### src/rtl/display_arbiter_if.sv
// Requester/display-driver bundle for display_arbiter.
// The arbiter uses the slave modport; the requester side uses master.
interface display_arbiter_if;
   logic [3:0]   req;
   logic [127:0] data_in;
   logic [3:0]   grant;
   logic [1:0]   owner_id;
   logic         busy;
   logic [31:0]  num_to_display;

   modport master (
      output req, data_in,
      input  grant, owner_id, busy, num_to_display
   );

   modport slave (
      input  req, data_in,
      output grant, owner_id, busy, num_to_display
   );
endinterface

### src/rtl/display_arbiter.sv
// Shares one 8-digit hex display among four requesters with a minimum dwell per owner.
// Define DISPLAY_ARB_FIXED_PRIO_EN for fixed lowest-index priority instead of round-robin.
module display_arbiter #(
   parameter int HOLD_CYCLES = 100000
) (
   input logic              clk,
   input logic              reset,
   display_arbiter_if.slave bus
);
   localparam int CNT_W = (HOLD_CYCLES > 1) ? $clog2(HOLD_CYCLES) : 1;
   localparam logic [CNT_W-1:0] CNT_LAST = CNT_W'(HOLD_CYCLES - 1);

   typedef enum logic [1:0] {IDLE, OWN, EXPIRED} state_t;

   state_t           r_state;
   logic [CNT_W-1:0] r_cnt;
   logic [3:0]       r_grant;
   logic [1:0]       r_owner;
   logic             r_busy;
   logic [31:0]      r_num;

   logic [3:0] w_mask;
   logic       w_found;
   logic [1:0] w_win;
   logic       w_owner_req;
   logic       w_expired;
   logic       w_take;

   assign bus.grant          = r_grant;
   assign bus.owner_id       = r_owner;
   assign bus.busy           = r_busy;
   assign bus.num_to_display = r_num;

   // The owner never competes against itself; in IDLE r_grant is zero.
   assign w_mask      = bus.req & ~r_grant;
   assign w_owner_req = bus.req[r_owner];
   // The edge on which the counter reaches its last value already counts as expired.
   assign w_expired   = (r_state == EXPIRED) || ((r_state == OWN) && (r_cnt == CNT_LAST));
   assign w_take      = w_found && ((r_state == IDLE) || !w_owner_req || w_expired);

`ifdef DISPLAY_ARB_FIXED_PRIO_EN
   always_comb begin
      // NOTE: every comb output gets a default first so no latch is inferred.
      w_found = 1'b0;
      w_win   = 2'd0;
      for (int i = 3; i >= 0; i--) begin
         if (w_mask[i]) begin
            w_found = 1'b1;
            w_win   = 2'(i);
         end
      end
   end
`else
   logic [1:0] r_last;
   logic [1:0] w_idx;

   // Scan from farthest to nearest so the nearest hit after r_last wins.
   always_comb begin
      w_found = 1'b0;
      w_win   = 2'd0;
      w_idx   = 2'd0;
      for (int i = 4; i >= 1; i--) begin
         w_idx = r_last + 2'(i);
         if (w_mask[w_idx]) begin
            w_found = 1'b1;
            w_win   = w_idx;
         end
      end
   end

   always_ff @(posedge clk) begin
      if (reset) begin
         r_last <= 2'd3;
      end else if (w_take) begin
         r_last <= w_win;
      end
   end
`endif

   always_ff @(posedge clk) begin
      if (reset) begin
         r_state <= IDLE;
         r_cnt   <= '0;
         r_grant <= 4'b0000;
         r_owner <= 2'd0;
         r_busy  <= 1'b0;
         r_num   <= 32'd0;
      end else if (w_take) begin
         r_state <= OWN;
         r_cnt   <= '0;
         r_grant <= 4'b0001 << w_win;
         r_owner <= w_win;
         r_busy  <= 1'b1;
         r_num   <= bus.data_in[32*w_win +: 32];
      end else if (r_state != IDLE) begin
         if (!w_owner_req) begin
            r_state <= IDLE;
            r_grant <= 4'b0000;
            r_busy  <= 1'b0;
         end else begin
            r_num <= bus.data_in[32*r_owner +: 32];
            if (r_state == OWN) begin
               if (r_cnt == CNT_LAST) r_state <= EXPIRED;
               else                   r_cnt   <= r_cnt + 1'b1;
            end
         end
      end
   end
endmodule
### src/flat_wrapper.sv
// flat-port wrapper written by rule: the top's interface ports become plain ports
module display_arbiter_flat 
#(
   parameter int HOLD_CYCLES = 100000
)
  (clk, reset, bus_req, bus_data_in, bus_grant, bus_owner_id, bus_busy, bus_num_to_display);
  display_arbiter_if bus_i ();
  input logic clk;
  input logic reset;
  input wire logic [$bits(bus_i.req)-1:0] bus_req;
  input wire logic [$bits(bus_i.data_in)-1:0] bus_data_in;
  output wire logic [$bits(bus_i.grant)-1:0] bus_grant;
  output wire logic [$bits(bus_i.owner_id)-1:0] bus_owner_id;
  output wire logic [$bits(bus_i.busy)-1:0] bus_busy;
  output wire logic [$bits(bus_i.num_to_display)-1:0] bus_num_to_display;
  assign bus_i.req = bus_req;
  assign bus_i.data_in = bus_data_in;
  assign bus_grant = bus_i.grant;
  assign bus_owner_id = bus_i.owner_id;
  assign bus_busy = bus_i.busy;
  assign bus_num_to_display = bus_i.num_to_display;
  display_arbiter #(.HOLD_CYCLES(HOLD_CYCLES)) u_core (.clk(clk), .reset(reset), .bus(bus_i));
endmodule
### config.mk
export PLATFORM = sky130hd
export DESIGN_NAME = display_arbiter_flat
export DESIGN_NICKNAME = d
export VERILOG_FILES = /design/src/rtl/display_arbiter_if.sv /design/src/rtl/display_arbiter.sv /design/src/flat_wrapper.sv
export SDC_FILE = /design/constraint.sdc
export NUM_CORES = 1
export LEC_CHECK = 0
export CORE_MARGIN = 3
export CORE_UTILIZATION = 42
export CTS_BUF_LIST = sky130_fd_sc_hd__clkbuf_2 sky130_fd_sc_hd__clkbuf_4 sky130_fd_sc_hd__clkbuf_8
export CTS_CLUSTER_DIAMETER = 40
export DETAILED_ROUTE_END_ITERATION = 10
export PLACE_DENSITY = 0.87
export REMOVE_ABC_BUFFERS = 1
export SYNTH_ARGS = -nofsm -noshare
export SYNTH_HDL_FRONTEND = slang
export SYNTH_SLANG_ARGS = --single-unit
### constraint.sdc
create_clock -name clk -period 3.3 [get_ports clk]
set_clock_uncertainty 0.05 [all_clocks]
set_input_delay 0.66 -clock clk [delete_from_list [all_inputs] [get_ports clk]]
set_output_delay 0.66 -clock clk [all_outputs]
set_load 0.01 [all_outputs]
==> qor.yml, run 1 <==
grt_overflow: 0
grt_pass1_wl_um: 18800
vias_per_cell: 5.35
fp-row-count: 32
fin_cells: 665
final_core_util_pct: 70.8
netlist_instances: 379
synth_edf_count: 0
cts_resized: 0
place_congestion: 0.900
io_pins: 173
place_inst: 650
tightest_slew_ns: 0.655
wirelength_um: 11400
hold_viol: 0
start_kind: "primary input"
first_pass_iters: 4
grt_pass1_vias: 3851
start_util_pct: 44.1
ys_warn_count: 0
synth_area_per_cell_um2: 9.17
peakVddDrop_mv: 0.279
wl_per_cell_um: 17.2
syn_area_um2: 3470
rsz0062_at_grt: "false"
grt_max_degree: 31
crit_arrival_ns: 3.25
grt_use_met2_pct: 45.9
busiest_layer: "met2"
layout_common_cells: "clkdlybuf4s50_1 (172), dfxtp_1 (60), nand2_1 (44)"
end_kind: "register"
drive_gt1_share_pct: 20.6
whs_ns: 0.433
fmax_mhz: 329
clock_tree.root_cell: "clkbuf_8"
cts_tree: "yes"
h-tree-depth: 3
post_cts_buffers: 0
setup_viol: 0
portBuffers: 172
clock_path_buffers: 2
grtUsageMet3_pct: 8.44
hpwl_um: 8950
cts.clk_slew.worst_paths_ns: 0.07
drc: 0
synth-simple-area-share_pct: 17.4
synth_compound_area_share_pct: 25.0
yosysSeqAreaShare_pct: 34.6
first_iter_violations: 137
grt.total_usage_pct: 24.5
cts_sinks: 60
required_ns: 3.51
cts_made_buffers: 9
met1_usage_pct: 25.4
final.period_utilization_pct: 92.1
leakage_nw: 2.19
antenna_found_initial: 0
synth_fa_ha_area_share_pct: 0.360
cap_violations: 0
hp-class: "reg2reg"
power_mw: 3.01
coreArea_um2: 7890
synthDistinctLibCells: 50
yosys.area_share.xor_xnor_pct: 4.03
final_common_cell: "clkdlybuf4s50_1"
slew_violations: 0
die-area_um2: 9400
power_density_nw_per_um2: 538
die_h_um: 97.0
synth_flop_cell: "dfxtp_1"
nNetsFinal: 694
insertedDiodeCount: 0
ctsHoldBuffers: 0
min_period_ns: 3.04
vias: 3556
synth_top_family_by_area: "compound AO/OA/AOI/OAI gates"
status: "complete, no violations"
die_w_um: 97.0
postLayoutSetupSlackWorst_ns: 0.260
synthArstFlopShare_pct: 0
fillCellCount: 548
slew_headroom_pct: 56.1
preCtsSetupSlack_ns: -0.0244
ant_nets: 0
path_max_fanout: 27
syn_to_final_growth_pct: 60.8
ys_ff_latch: 60
synthMuxAreaShare_pct: 11.3
clock_latency_ns: 0.33
path_class: "in2reg"
-- synthesized netlist by cell type (all sizes together) (2+ instances only) --
cell,count,share of area [%]
a211oi,2,0.94
or3,3,0.68
o21bai,2,0.43
dfxtp,60,35
a21oi,7,1.0
nor2b,3,0.54
mux2,32,10
xnor2,2,0.50
nor3b,2,0.43
inv,35,3.8
nand2,45,4.9
and4,3,0.76
a22oi,32,8.8
nor3,6,0.86
xor2,14,3.5
clkbuf,8,1.2
nand2b,6,1.1
and3,5,0.94
buf,13,2.4
nand3,11,1.6
o21ai,3,0.43
nor2,28,3.0
o211ai,33,11
and2,2,0.36
a31oi,3,0.54
nand4,4,0.72
-- registers in the layout, summed over array words and instances, names as in the netlist --
signal	cells
u_core.r_state	2
u_core.bus.num_to_display	32
u_core.r_cnt	17
u_core.bus.grant	4
u_core.bus.owner_id	2
u_core.bus.busy	1
u_core.r_last	2
-- report_power, final --
group	internal [mW]	switching (mW)
Sequential	0.892	0.120
Clock	0.324	0.271
Combinational	0.789	0.611
-- kinds of logic (layout without fill, tap and decap cells) --
| kind of cell | after synthesis | in the layout |
|---|---|---|
| muxes | 34 | 34 |
| adders and majority gates | 1 | 1 |
| buffers and inverters | 56 | 240 |
| xor gates and xnor gates | 16 | 16 |
| and+or+nand+nor | 123 | 123 |
| DFF | 60 | 60 |
| AOI/OAI and AO/OA | 89 | 89 |
-- per-stage QoR --
| stage | cell area (µm²) | TNS [ns] |
|---|---|---|
| 6_report | 5590 | 0 |
| 5_1_grt | 5590 | 0 |
| 4_1_cts | 5590 | 0 |
| 3_5_place_dp | 5410 | -0.110 |
| 3_3_place_gp | 5410 | 0 |
| 2_1_floorplan | 3350 | -14.28 |
-- critical path: stages --
cell and delay, ns:
clkdlybuf4s50_1 0.45, mux4_2 0.50, and2_1 0.21, nor2_1 0.22, buf_4 0.18, nor3_1 0.06, nor3_2 0.51, buf_12 0.26
nand2_1 0.09, o211ai_2 0.08
-- layer usage --
| metal | vias to the layer above | routed length [µm] |
|---|---|---|
| met5 | - | 0 |
| met4 | 0 | 279 |
| met3 | 24 | 807 |
| met2 | 154 | 6190 |
| met1 | 1670 | 4160 |
| li1 | 1708 | - |
-- worst paths after layout --
path	from	slack, ns	end	depth (start not counted)
max	bus_req[3]	0.26	u_core.bus.num_to_display[8]$_SDFFE_PP0P_	10
min	u_core.bus.busy$_SDFFE_PP0P_	0.43	u_core.bus.busy$_SDFFE_PP0P_	2
max reg2reg	u_core.r_cnt[8]$_SDFFE_PP0P_	0.49	u_core.bus.num_to_display[8]$_SDFFE_PP0P_	9
min reg2reg	u_core.bus.busy$_SDFFE_PP0P_	0.43	u_core.bus.busy$_SDFFE_PP0P_	2
-- area by class of cell --
type | count | area, µm² | share of cell area [%]
Inverter | 35 | 131 | 2.35
Tap cell | 102 | 128 | 2.28
Sequential cell | 60 | 1200 | 21.5
Clock buffer | 13 | 166 | 2.98
Timing Repair Buffer | 190 | 1920 | 34.3
Clock inverter | 2 | 10.0 | 0.179
Multi-Input combinational cell | 263 | 2030 | 36.4
(Power assumes the default switching activity.)
==> inputs of run 2 (changes only) <==
- CAP_MARGIN: default -> 20
==> results of run 2 <==
The final DEF is identical to that of run 1; final timing and power are the same.
